<file path="src/rtl/arcade_video_timing.sv">
// Raster timing generator: pixel/half-pixel clock enables, H/V counters,
// flip-aware vertical count, registered blanking, sync and line/frame strobes.
// Every decode is taken from the next counter values. As a result, counters,
// decodes and strobes all change on the same clock edge.
module arcade_video_timing #(
   parameter int CLK_DIV        = 4,
   parameter int H_W            = 10,
   parameter int V_W            = 9,
   parameter int H_TOTAL        = 384,
   parameter int H_ACTIVE       = 256,
   parameter int H_SYNC_START   = 288,
   parameter int H_SYNC_END     = 320,
   parameter int V_TOTAL        = 264,
   parameter int V_ACTIVE_START = 16,
   parameter int V_ACTIVE_END   = 240,
   parameter int V_SYNC_START   = 248,
   parameter int V_SYNC_END     = 251
) (
   input  logic           I_CLK,
   input  logic           I_RESETn,
   input  logic           I_VFLIP,
   output logic           O_CEN_PIX,
   output logic           O_CEN_HALF,
   output logic [H_W-1:0] O_H_CNT,
   output logic [V_W-1:0] O_V_CNT,
   output logic [V_W-1:0] O_VF_CNT,
   output logic           O_HBLANKn,
   output logic           O_VBLANKn,
   output logic           O_CBLANKn,
   output logic           O_HSYNCn,
   output logic           O_VSYNCn,
   output logic           O_LINE_STB,
   output logic           O_FRAME_STB
);

   // Parameter sanity: a bad combination stops elaboration.
   if (CLK_DIV < 2 || (CLK_DIV % 2) != 0) begin : g_bad_div
      $error("arcade_video_timing: CLK_DIV must be even and >= 2");
   end
   if (H_ACTIVE >= H_TOTAL || H_SYNC_END > H_TOTAL) begin : g_bad_h_end
      $error("arcade_video_timing: horizontal window exceeds H_TOTAL");
   end
   if (V_ACTIVE_END > V_TOTAL || V_SYNC_END > V_TOTAL) begin : g_bad_v_end
      $error("arcade_video_timing: vertical window exceeds V_TOTAL");
   end
   if (H_SYNC_START > H_SYNC_END || V_ACTIVE_START > V_ACTIVE_END ||
       V_SYNC_START > V_SYNC_END) begin : g_bad_order
      $error("arcade_video_timing: a window start is greater than its end");
   end
   if (longint'(H_TOTAL) > (longint'(1) << H_W) ||
       longint'(V_TOTAL) > (longint'(1) << V_W)) begin : g_bad_width
      $error("arcade_video_timing: counter width too small for total");
   end

   localparam int P_W = $clog2(CLK_DIV);
   localparam logic [P_W-1:0] P_LAST = P_W'(CLK_DIV - 1);
   localparam logic [P_W-1:0] P_HALF = P_W'(CLK_DIV / 2);
   localparam logic [H_W-1:0] H_LAST = H_W'(H_TOTAL - 1);
   localparam logic [V_W-1:0] V_LAST = V_W'(V_TOTAL - 1);
   // Mirror axis of the active window; modular subtraction gives the truncation.
   localparam logic [V_W-1:0] VF_SUM = V_W'(V_ACTIVE_START + V_ACTIVE_END - 1);

   logic [P_W-1:0] p_reg, p_next;
   logic [H_W-1:0] h_reg, h_next;
   logic [V_W-1:0] v_reg, v_next;
   logic [V_W-1:0] vf_reg, vf_next;
   logic           flip_reg, flip_next;
   logic           pix_tick, h_wrap;
   logic           cen_pix_reg, cen_pix_next, cen_half_reg, cen_half_next;
   logic           hblank_n_reg, hblank_n_next, vblank_n_reg, vblank_n_next;
   logic           cblank_n_reg, cblank_n_next;
   logic           hsync_n_reg, hsync_n_next, vsync_n_reg, vsync_n_next;
   logic           line_stb_reg, line_stb_next, frame_stb_reg, frame_stb_next;

   // Next-state for prescaler, counters, flip latch and all decoded outputs.
   always_comb begin
      pix_tick  = (p_reg == P_LAST);
      h_wrap    = pix_tick && (h_reg == H_LAST);
      p_next    = pix_tick ? '0 : p_reg + 1'b1;
      h_next    = h_reg;
      v_next    = v_reg;
      flip_next = flip_reg;
      if (pix_tick) begin
         h_next = (h_reg == H_LAST) ? '0 : h_reg + 1'b1;
      end
      if (h_wrap) begin
         v_next    = (v_reg == V_LAST) ? '0 : v_reg + 1'b1;
         flip_next = I_VFLIP;   // only sampled at a line boundary, so a line never tears
      end
      cen_pix_next   = pix_tick;
      cen_half_next  = (p_next == '0) || (p_next == P_HALF);
      hblank_n_next  = int'(h_next) < H_ACTIVE;
      vblank_n_next  = (int'(v_next) >= V_ACTIVE_START) && (int'(v_next) < V_ACTIVE_END);
      cblank_n_next  = hblank_n_next && vblank_n_next;
      hsync_n_next   = !((int'(h_next) >= H_SYNC_START) && (int'(h_next) < H_SYNC_END));
      vsync_n_next   = !((int'(v_next) >= V_SYNC_START) && (int'(v_next) < V_SYNC_END));
      line_stb_next  = h_wrap;
      frame_stb_next = h_wrap && (int'(v_next) == V_ACTIVE_END);
      vf_next        = (vblank_n_next && flip_next) ? (VF_SUM - v_next) : v_next;
   end

   // State and output registers, cleared asynchronously.
   always_ff @(posedge I_CLK or negedge I_RESETn) begin
      if (!I_RESETn) begin
         p_reg         <= '0;
         h_reg         <= '0;
         v_reg         <= '0;
         vf_reg        <= '0;
         flip_reg      <= 1'b0;
         cen_pix_reg   <= 1'b0;
         cen_half_reg  <= 1'b0;
         hblank_n_reg  <= 1'b1;
         vblank_n_reg  <= 1'b0;
         cblank_n_reg  <= 1'b0;
         hsync_n_reg   <= 1'b1;
         vsync_n_reg   <= 1'b1;
         line_stb_reg  <= 1'b0;
         frame_stb_reg <= 1'b0;
      end else begin
         p_reg         <= p_next;
         h_reg         <= h_next;
         v_reg         <= v_next;
         vf_reg        <= vf_next;
         flip_reg      <= flip_next;
         cen_pix_reg   <= cen_pix_next;
         cen_half_reg  <= cen_half_next;
         hblank_n_reg  <= hblank_n_next;
         vblank_n_reg  <= vblank_n_next;
         cblank_n_reg  <= cblank_n_next;
         hsync_n_reg   <= hsync_n_next;
         vsync_n_reg   <= vsync_n_next;
         line_stb_reg  <= line_stb_next;
         frame_stb_reg <= frame_stb_next;
      end
   end

   assign O_CEN_PIX   = cen_pix_reg;
   assign O_CEN_HALF  = cen_half_reg;
   assign O_H_CNT     = h_reg;
   assign O_V_CNT     = v_reg;
   assign O_VF_CNT    = vf_reg;
   assign O_HBLANKn   = hblank_n_reg;
   assign O_VBLANKn   = vblank_n_reg;
   assign O_CBLANKn   = cblank_n_reg;
   assign O_HSYNCn    = hsync_n_reg;
   assign O_VSYNCn    = vsync_n_reg;
   assign O_LINE_STB  = line_stb_reg;
   assign O_FRAME_STB = frame_stb_reg;

endmodule

</file>
<file path="config.mk">
export PLATFORM = sky130hd
export DESIGN_NAME = arcade_video_timing
export DESIGN_NICKNAME = d
export VERILOG_FILES = /design/src/rtl/arcade_video_timing.sv
export SDC_FILE = /design/constraint.sdc
export NUM_CORES = 1
export LEC_CHECK = 0
export ABC_AREA = 0
export BUFFER_PORTS_ARGS = -buffer_cell sky130_fd_sc_hd__buf_2
export CORE_MARGIN = 8
export CORE_UTILIZATION = 30
export CTS_BUF_LIST = sky130_fd_sc_hd__clkbuf_2
export DETAILED_ROUTE_END_ITERATION = 10
export MAX_ROUTING_LAYER = met4
export PLACE_DENSITY = 0.52
export SLEW_MARGIN = 40
export SYNTH_ARGS = -nofsm -noshare
export SYNTH_HDL_FRONTEND = slang
export SYNTH_SLANG_ARGS = --single-unit
</file>
<file path="constraint.sdc">
create_clock -name I_CLK -period 3.8 [get_ports I_CLK]
set_clock_uncertainty 0.15 [all_clocks]
set_input_delay 0.95 -clock I_CLK [delete_from_list [all_inputs] [get_ports I_CLK]]
set_output_delay 0.95 -clock I_CLK [all_outputs]
set_load 0.02 [all_outputs]
</file>
; ---- Word-level counts from Yosys, hierarchy flattened
; Index checks and enable logic that the tools add are counted.
[classes]
n_lt_le_gt_ge = 7
n_eq_ne = 5
add_sub_neg = 4
n_mux = 7
n_reduce_logical = 11
[ops]
columns = op, count
row1 = two-way mux 9 bit, 3
row2 = "< comparator 10 x 9 -> 1 bit, second input constant", 2
row3 = two-way mux 10 bit, 2
row4 = "equality test 9 bit, second input constant", 2
row5 = "< comparator 9 x 8 -> 1 bit, second input constant", 2
row6 = "adder 10 x 1 -> 10 bit, second input constant", 1
row7 = "equality test 10 x 9 -> 1 bit, second input constant", 1
row8 = "greater-or-equal comparator 10 x 9 -> 1 bit, second input constant", 1
row9 = "adder 9 x 1 -> 9 bit, second input constant", 1
row10 = "greater-or-equal comparator 9 x 5 -> 1 bit, second input constant", 1
row11 = "greater-or-equal comparator 9 x 8 -> 1 bit, second input constant", 1
row12 = "subtractor 8 x 9 -> 9 bit, first input constant", 1
row13 = logical AND 1 bit, 7
row14 = "equality test 2 bit, second input constant", 2
row15 = "adder 2 x 1 -> 2 bit, second input constant", 1
row16 = logical NOT 1 bit, 2
row17 = logical NOT 2 bit, 1
row18 = two-way mux 2 bit, 1
row19 = logical OR 1 bit, 1
row20 = two-way mux 1 bit, 1
[word_totals]
register_bits = 40
output_inout_bits = 37
wordCells = 48

; ---- Depth between registers and ports, before layout
; Gate-level depths: netlist (run 1).
[logic_depth]
ltp_word = 7
depth_mapped = 12
ltp_nobuf = 9

; ---- Least setup slack after synthesis (run 1)
; No wires, ideal clock.
[synth_timing]
path_type = register -> register
start = reg h_reg[0] (netlist: O_H_CNT[0])
end = reg vf_reg[0] (netlist: O_VF_CNT[0])
stages_incl_launch_ff = 10
t_required_ns = 3.514
path_buffers = 1
slack_ns = 0.890
t_arrival_ns = 2.624
setup_ns = 0.136
cell_sequence = dfrtp_1 -> ha_1 -> nand3_1 -> or4_4 -> or4_1 -> nand2_2 -> o41ai_1 -> a211o_1 -> buf_6 -> xnor2_2
[synth_between]
elab_chain_len = 7
[synth_lines]
columns = element, line
row1 = from (decl), 64  ; logic [H_W-1:0] h_reg, h_next;
row2 = from (signal assigned), 121  ; h_reg <= h_next;
row3 = equality test 10 x 9 -> 1 bit (*), 78  ; h_wrap = pix_tick && (h_reg == H_LAST);
row4 = logical AND 1 bit (*), 78
row5 = two-way mux 9 bit (*), 86  ; if (h_wrap) begin
row6 = net v_next[5], 65  ; logic [V_W-1:0] v_reg, v_next;
row7 = greater-or-equal comparator 9 x 5 -> 1 bit / < comparator 9 x 8 -> 1 bit (equally long branches), 93  ; vblank_n_next = (int'(v_next) >= V_ACTIVE_START) && (int'(v_next) < V_ACTIVE_END);
row8 = logical AND 1 bit (*), 93
row9 = logical AND 1 bit (*), 99  ; vf_next = (vblank_n_next && flip_next) ? (VF_SUM - v_next) : v_next;
row10 = two-way mux 9 bit (*), 99
row11 = net vf_next[0], 66  ; logic [V_W-1:0] vf_reg, vf_next;
row12 = to (signal assigned), 123  ; vf_reg <= vf_next;
row13 = to (decl), 66
; The timed path passes the listed nets; every way through them passes the cells marked *.

; ---- Worst setup path after layout (run 1)
[layout_timing]
start = reg p_reg[0]
end = reg vf_reg[7] (netlist: O_VF_CNT[7])
[layout_between]
elab_chain_len = 7
[layout_lines]
columns = element, line
row1 = from (decl), 63  ; logic [P_W-1:0] p_reg, p_next;
row2 = from (signal assigned), 120  ; p_reg <= p_next;
row3 = equality test 2 bit (*), 77  ; pix_tick = (p_reg == P_LAST);
row4 = net cen_pix_next, 69  ; logic cen_pix_reg, cen_pix_next, cen_half_reg, cen_half_next;
row5 = logical AND 1 bit (*), 78
row6 = two-way mux 9 bit (*), 86
row7 = net v_next[5], 65
row8 = greater-or-equal comparator 9 x 5 -> 1 bit / < comparator 9 x 8 -> 1 bit (equally long branches), 93
row9 = logical AND 1 bit, 93
row10 = logical AND 1 bit, 99
row11 = two-way mux 9 bit (*), 99
row12 = net vf_next[7], 66
; Marked as above.

==> metrics.txt, run 1 <==
CTS max path bufs 2; Final Hold Fails 0; share of the clock period used by the worst path between 80% and 90%; # resized after CTS 0; Overflow after GRT 0; CP Launch Type register; hpwl dp 3008 um; Max VDD drop ~0.00018 V; CTS Hold Bufs 0; Least-Margin Pin Slew about 0.56 ns; EDFF count, synth 0; worst reg2reg endpoint O_VF_CNT[7]; htree depth 2; Final Util between 30% and 40%; Mapped Cells 155; setup ws final a little over 0.5 ns; syn avg cell area ~12 um^2; via count ~1.3k; Critical Path Max Stage Delay around 0.67 ns; floorplan row count 28; DRT iter0 DRCs 83; dpl ws 0.5089 ns; Critical path destination O_VF_CNT[7]; TritonCTS Buffers 5; post-place instance area 0.002036 mm^2; Root Driver clkbuf_2; area of the multi-input gates around 740 um^2; post-layout net count between 200 and 250; count leader, synth dfrtp_1; status completed; Tmin final 3.286 ns; CP Max Fanout 13; Placer Congestion 0.7863; power density over the cells 289.1 mW/mm^2; Reg2Reg Depth 8; first-pass GRT wire length just under 7000 um; Starting Density between 30% and 40%; die area just under 0.009 mm^2; Critical Path Source p_reg[0]; post-synthesis sequential area ratio 54.83%; CTS tree built; Vias/cell ~4.7; DRC 0; critical path's slowest cell or4_4; I/O Pins 40; Die H 93.18 um; post-synth top area share 50.42%; Fillers between 500 and 600; Routed wire per std cell roughly 15 um; Tot GR Track Use ~10%; Worst Path Required between 3 and 4 ns; design area approximately 0.0021 mm^2; Area growth, synth to finish 16.11%; antenna violations before repair 0; Largest register FFs 10; input/output buffers 39; final setup fails 0; RSZ-0062 raised after global routing false; synth unique cells 45; r2r setup slk between 0.5 and 0.6 ns; reg2reg start p_reg[0]; Warnings, synthesis 0; top cells by area, synth dfrtp_1 50%, xnor2_1 6.4%, dfstp_2 4.4%, nand2_1 4.0%, nand3_1 2.5%; largest net degree at the start of global routing 40; #FFs+latches synth 39; maxcap violations 0; register area 979.7 um^2; Leakage Power around 1.0 nW; WP data arrival around 3.4 ns; critical path, cell by cell ha_1, nand4_4, or4_4, or4_1, nand2_2, o41ai_1, a211o_1, xnor2_1; Ant. Diodes 0; Post-synth ARST share 100.0%; max-slew violation count 0; clock latency on the worst-skew pair approximately 0.38 ns; type of the worst setup path reg2reg; top_reg_cell synth dfrtp_1; HP Class reg2reg; Clock transition at path regs around 0.17 ns; chip width 93.18 um; TritonCTS Sinks 39; DRT Wirelength just under 4000 um; vias in the first global route ~1.4k; layout cells sized above 1 between 30% and 40%; Mapped Area about 0.0018 mm^2; synth cell count leaders 36 x dfrtp_1, 19 x nand2_1, 13 x xnor2_1; DRT Pass-1 Iters 4; Setup TNS 0 ns; Fmax just over 300 MHz; setup bufs post-CTS 0; area leader, netlist dfrtp_1; core footprint around 0.0059 mm^2; Worst slew margin ~63%; Crit. End Element register; Post-DRT Antenna Nets 0; Net Count, Synth around 160
## metrics by stage
step | hold WS, ns | power (W) | cells
floorplan | 0.2841 | 0.0004230 | 155
global placement | 0.3023 | 0.0004323 | 264
detailed placement | 0.3060 | 0.0004330 | 264
CTS | 0.3435 | 0.0006119 | 272
global route | 0.3447 | 0.0006331 | 272
finish | 0.3412 | 0.0005997 | 272
## area by class of cell
| cell class | count | area share [%] |
|---|---|---|
| clock buffer | 6 | 1.448 |
| multi-input combinational | 104 | 35.59 |
| timing repair buffer | 39 | 9.530 |
| tap | 75 | 4.524 |
| clock inverter | 2 | 0.4222 |
| sequential | 39 | 47.23 |
| inverter | 7 | 1.267 |
## cell usage in the layout (no fill, tap or decap), types with 2 or more instances in the layout
| master | count |
|---|---|
| nand2_1 | 19 |
| buf_2 | 38 |
| and2_1 | 2 |
| and2_2 | 2 |
| o21ai_2 | 3 |
| or4_4 | 2 |
| or3_2 | 2 |
| a21oi_1 | 2 |
| xnor2_1 | 13 |
| nor4_1 | 3 |
| ha_1 | 3 |
| nor2_1 | 8 |
| clkbuf_2 | 6 |
| dfrtp_1 | 36 |
| xor2_1 | 3 |
| nand3_1 | 9 |
| o41ai_1 | 3 |
| inv_1 | 6 |
| xnor2_2 | 2 |
| and3_1 | 2 |
| dfstp_2 | 3 |
| o21ai_0 | 3 |
| nor3_1 | 2 |
| nand4_1 | 2 |
## where the power goes
| group | total, W | switching [W] | internal, W |
|---|---|---|---|
| Combinational | 0.00000904 | 0.00000798 | 0.00000107 |
| Clock | 0.000175 | 0.000130 | 0.0000454 |
| Sequential | 0.000416 | 0 | 0.000416 |
## worst min path at each step
stage	to	cells past startpoint	startpoint
after detailed placement	flip_reg	2	flip_reg
after global routing	O_H_CNT[9]	1	I_RESETn
final	p_reg[1]	1	p_reg[1]
after floorplan	flip_reg	2	flip_reg
after CTS	O_H_CNT[9]	1	I_RESETn
after global placement	p_reg[1]	1	p_reg[1]
## metal layers
| metal | vias to the layer above | share of wire [%] | GRT usage [%] |
|---|---|---|---|
| met5 | - | 0 | - |
| met4 | 0 | 0.20 | 2.685 |
| met3 | 2 | 7.6 | 3.285 |
| met2 | 40 | 45 | 15.09 |
| met1 | 617 | 47 | 13.27 |
| li1 | 626 | - | - |
## kinds of logic (layout without fill, tap and decap cells)
family / count (synthesis) / after routing / share of synthesized area [%]
compound gates: 19 / 19 / 8.965
xor+xnor: 18 / 18 / 9.664
fa+ha+maj: 3 / 3 / 2.101
buf+inv: 12 / 54 / 3.851
flops: 39 / 39 / 54.83
mux: 1 / 1 / 0.5602
simple gates: 63 / 63 / 20.03
## worst max-delay path, delay by kind of cell (launching register included)
kind	cells	cell delay, ns
simple gates	4	1.55
compound gates	2	0.55
flops	1	0.37
fa+ha+maj	1	0.36
xor+xnor	1	0.19
Note: power is estimated with default switching activity, not from simulation.
==> inputs of run 2 (changes only) <==
Settings changed: CORE_UTILIZATION 30 to 55, PLACE_DENSITY 0.52 to 0.84.
==> run 2 against run 1 <==
Net effect:
- fmax shrank 2.9%
- die area fell by 39%
- flip-flop and latch count did not move
- final cell count shrank 11%
- sequential power about the same
- highest routed layer unchanged
- power rose by 13%
- critical path depth unchanged
- clock power is 45% higher
- register-to-register slack got worse by 0.097 ns
- largest power group unchanged
==> metrics.txt, run 2 (same netlist as run 1, synthesis figures left out) <==
Clock transition at path regs between 0.2 and 0.25 ns; DRT Pass-1 Iters 4; Root Driver clkbuf_2; CP Max Fanout 13; largest net degree at the start of global routing 40; Cell Count, Final, Fillers Out 241; GR Util met1 between 15 and 20%; Fillers between 200 and 300; clock latency on the worst-skew pair approximately 0.40 ns; Routed wire per std cell about 16 um; htree depth 2; critical path's slowest cell or4_4; share of the clock period used by the worst path 89.02%; post-place instance area approximately 0.002 mm^2; Placer Congestion approximately 0.85; CTS Hold Bufs 0; core footprint roughly 0.0031 mm^2; Ant. Diodes 0; Vias/cell around 5.4; TritonCTS Sinks 39; area of the multi-input gates 738.2 um^2; HP Class in2async; Tmin final 3.383 ns; CP delay by family, top simple AND/OR/NAND/NOR gates; chip width roughly 73 um; status completed; Tot Pwr around 0.00068 W; Tot GR Track Use 16.13%; CTS tree built; DRC 0; DRT Wirelength 3886 um; Buf/Inv on CP 0; Setup TNS 0 ns; hpwl dp slightly below 3000 um; I/O Pins 40; layout cells sized above 1 34.52%; post-layout net count roughly 200; Crit. End Element register; CTS max path bufs 2; Leakage Power around 1 nW; Final Hold Fails 0; GRT busiest layer met2; power density over the cells 328.4 mW/mm^2; input/output buffers 39; via count about 1.3k; die area 0.005328 mm^2; M3 GR Usage 4.121%; CP Launch Type register; Worst Path Required ~4 ns; most common cell after layout, fill and taps aside buf_2; # resized after CTS 0; Max VDD drop 0.0002175 V; RSZ-0062 raised after global routing false; final setup fails 0; Starting Density just under 60%; TritonCTS Buffers 5; placed insts between 200 and 250; setup ws final 0.4171 ns; commonest non-fill, non-tap cells in the layout 38 x buf_2, 36 x dfrtp_1, 19 x nand2_1; Least-Margin Pin Slew ~0.51 ns; first-pass GRT wire length approximately 6600 um; WP data arrival 3.51 ns; antenna violations before repair 0; Largest register FFs 10; DRT iter0 DRCs 85; vias in the first global route about 1.4k; Area growth, synth to finish 15.55%; Critical Path Max Stage Delay between 0.6 and 0.7 ns; register area approximately 980 um^2; Post-DRT Antenna Nets 0; dpl ws 0.4258 ns; maxcap violations 0; design area around 0.0021 mm^2; Die H around 73 um; floorplan row count 20; Overflow after GRT 0; type of the worst setup path reg2reg; met2 usage between 20% and 30%; max-slew violation count 0; critical path, cell by cell ha_1, nand4_4, or4_4, or4_1, nand2_2, o41ai_1, a211o_1, xnor2_2; Worst slew margin ~66%; Fmax approximately 300 MHz; setup bufs post-CTS 0
run 2: through the flow:
stage / util, % / hold slack [ns]
final: 67.07 / 0.3108
after global placement: 64.80 / 0.3039
after detailed placement: 64.80 / 0.3198
after floorplan: - / 0.2841
after global routing: 67.07 / 0.3444
after CTS: 66.99 / 0.3646
run 2: report_power, final:
part           internal, W  switching [W]
clock             0.000112       0.000142
sequential        0.000416              0
combinational   0.00000106     0.00000752
total             0.000529       0.000149
run 2: worst register-to-register path: stages (launching register included):
cell and delay (ns):
dfrtp_1 0.40, ha_1 0.38, nand4_4 0.19, or4_4 0.68
or4_1 0.56, nand2_2 0.14, o41ai_1 0.11, a211o_1 0.45
xnor2_2 0.21
run 2: layout make-up:
cell class / count / area share (%)
Tap cell: 44 / 2.667
Sequential cell: 39 / 47.45
Timing Repair Buffer: 39 / 9.576
Clock buffer: 5 / 1.212
Multi-Input combinational cell: 104 / 35.76
Clock inverter: 3 / 2.061
Inverter: 7 / 1.273
run 2: path summary, 6_finish.rpt:
| path | start | end | slack [ns] | cells past startpoint |
|---|---|---|---|---|
| worst max-delay path | p_reg[0] | O_VF_CNT[0] | 0.42 | 8 |
| worst min-delay path | I_RESETn | O_VF_CNT[3] | 0.31 | 1 |
| worst max register to register | p_reg[0] | O_VF_CNT[0] | 0.42 | 8 |
| worst min register to register | p_reg[1] | p_reg[1] | 0.36 | 1 |
| max in group asynchronous | I_RESETn | O_HBLANKn | 2.83 | 1 |
| min in group I_CLK | p_reg[1] | p_reg[1] | 0.36 | 1 |
run 2: layer usage:
layer / part of all wire (%) / wire length, um
met5: 0 / 0
met4: 1.3 / 51
met3: 5.2 / 203
met2: 49 / 1915
met1: 44 / 1716
==> inputs of run 3 (changes only) <==
Settings changed: BUFFER_PORTS_ARGS -buffer_cell sky130_fd_sc_hd__buf_2 to unset, CORE_UTILIZATION 55 to 65, DONT_BUFFER_PORTS set to 1.
==> run 3 against run 2 <==
Net effect:
- hold slack got worse by 0.23 ns
- fmax increased by 0.49%
- non-clock buffer count decreased by 38
- final cell count decreased by 21%
- largest cell class unchanged
- highest routed layer unchanged
- sequential share of layout area increased by 6.0 points
- critical path type unchanged
- count of clock-buffer cells in the layout unchanged
==> metrics.txt, run 3 (same netlist as run 1, synthesis figures left out) <==
share of the clock period used by the worst path roughly 90%; Post-DRT Antenna Nets 0; vias in the first global route around 1.2k; Root Driver clkbuf_2; DRT Pass-1 Iters 4; Worst Path Required roughly 4 ns; NetSw ~0.00013 W; Tot GR Track Use 17.51%; design area around 0.0018 mm^2; CP delay by family, top simple AND/OR/NAND/NOR gates; placed insts about 180; floorplan row count 19; core footprint ~0.0027 mm^2; I/O Pins 40; most common cell after layout, fill and taps aside dfrtp_1; chip width 68.43 um; status completed; Reg2Reg Depth 8; setup bufs post-CTS 0; sw frac around 22%; reg2reg start O_H_CNT[0]; r2r setup slk about 0.43 ns; max-slew violation count 0; layout cells sized above 1 a little under a fifth; worst reg2reg endpoint O_VF_CNT[0]; Die H slightly below 70 um; Final Hold Fails 0; clock latency on the worst-skew pair 0.38 ns; first-pass GRT wire length about 6000 um; critical path, cell by cell ha_1, nand3_1, or4_4, or4_1, nand2_2, o41ai_1, a211o_1, xnor2_2; Crit. End Element register; TritonCTS Buffers 5; type of the worst setup path reg2reg; Clock power frac just under 30%; CTS max path bufs 2; post-place instance area approximately 0.0018 mm^2; CP Max Fanout 13; Ant. Diodes 0; Combinational Power Share less than 1%; Largest register FFs 10; maxcap violations 0; Placer Congestion between 0.8 and 0.9; Max VDD drop 0.0002961 V; Leakage Power 0.8141 nW; Pint between 0.0004 and 0.0005 W; htree depth 2; Critical Path Max Stage Delay roughly 0.63 ns; critical path's slowest cell or4_4; largest net degree at the start of global routing 40; area of the multi-input gates roughly 740 um^2; Least-Margin Pin Slew ~0.62 ns; Area growth, synth to finish 2.591%; die area 0.004683 mm^2; Overflow after GRT 0; post-layout net count 164; input/output buffers 0; Fillers ~200; Routed wire per std cell about 19 um; via count ~1.2k; antenna violations before repair 0; Clock transition at path regs 0.19 ns; RSZ-0062 raised after global routing false; CTS tree built; Cell Count, Final, Fillers Out 190; Setup TNS 0 ns; Fmax slightly below 300 MHz; power density over the cells roughly 320 mW/mm^2; final setup fails 0; Vias/cell between 6 and 7; DRC 0; commonest non-fill, non-tap cells in the layout 36 x dfrtp_1, 19 x nand2_1, 13 x xnor2_1; Final Util between 60% and 70%; hpwl dp between 2000 and 3000 um; DRT iter0 DRCs ~90; DRT Wirelength 3616 um; Worst slew margin between 50% and 60%; Buf/Inv on CP 0; WP data arrival 3.49 ns; Tmin final 3.366 ns; register area about 980 um^2; TritonCTS Sinks 39; HP Class in2async; Starting Density about two thirds; CP Launch Type register; Reg power frac between 70% and 80%
-- run 3: power by group through the flow --
| stage | Combinational, W | Sequential (W) | Clock [W] |
|---|---|---|---|
| after floorplan | 0.0000000120 | 0.000423 | 0 |
| after global placement | 0.0000000119 | 0.000423 | 0 |
| after detailed placement | 0.0000000119 | 0.000423 | 0 |
| after CTS | 0.0000000119 | 0.000416 | 0.000181 |
| after global routing | 0.00000278 | 0.000416 | 0.000201 |
| final | 0.00000229 | 0.000416 | 0.000173 |
-- run 3: timing repair --
item                                   CTS  global route
gates resized for setup                  0             0
hold buffers                             0             1
endpoints found under the hold margin    0             8
-- run 3: worst max path at each step --
| stage | depth (start not counted) | start | end |
|---|---|---|---|
| after floorplan | 9 | O_H_CNT[0] | O_VF_CNT[0] |
| after global placement | 8 | O_H_CNT[0] | O_VF_CNT[6] |
| after detailed placement | 8 | O_H_CNT[0] | O_VF_CNT[0] |
| after CTS | 8 | O_H_CNT[0] | O_VF_CNT[0] |
| after global routing | 8 | p_reg[0] | O_VF_CNT[5] |
| final | 8 | O_H_CNT[0] | O_VF_CNT[0] |
-- run 3: worst register-to-register path, cell delays in order (launching register included) --
cell	delay [ns]
dfrtp_1	0.58
ha_1	0.30
nand3_1	0.15
or4_4	0.63
or4_1	0.55
nand2_2	0.14
o41ai_1	0.11
a211o_1	0.45
xnor2_2	0.21
-- run 3: area by class of cell --
type,instances,share of cell area (%)
multi-input cells,104,40.27
flip-flops and latches,39,53.45
inverters,7,1.433
repair buffers,1,0.5461
well taps,31,2.116
clock inverters,3,0.8191
clock buffers,5,1.365
-- run 3: per-stage QoR --
stage | power (W) | hold slack, ns | worst slack [ns]
5_1_grt | 0.0006202 | 0.02459 | 0.2876
3_3_place_gp | 0.0004230 | 0.3033 | 0.5470
3_5_place_dp | 0.0004230 | 0.3229 | 0.4537
2_1_floorplan | 0.0004230 | 0.2841 | 0.8903
6_report | 0.0005907 | 0.07757 | 0.4338
4_1_cts | 0.0005968 | 0.04259 | 0.4162
-- run 3: metal layers --
metal	up-vias	routed length (um)	global-route usage [%]
li1	546	-	-
met5	-	0	-
met3	9	364	7.201
met4	0	64	7.417
met2	43	1818	27.18
met1	593	1368	19.47
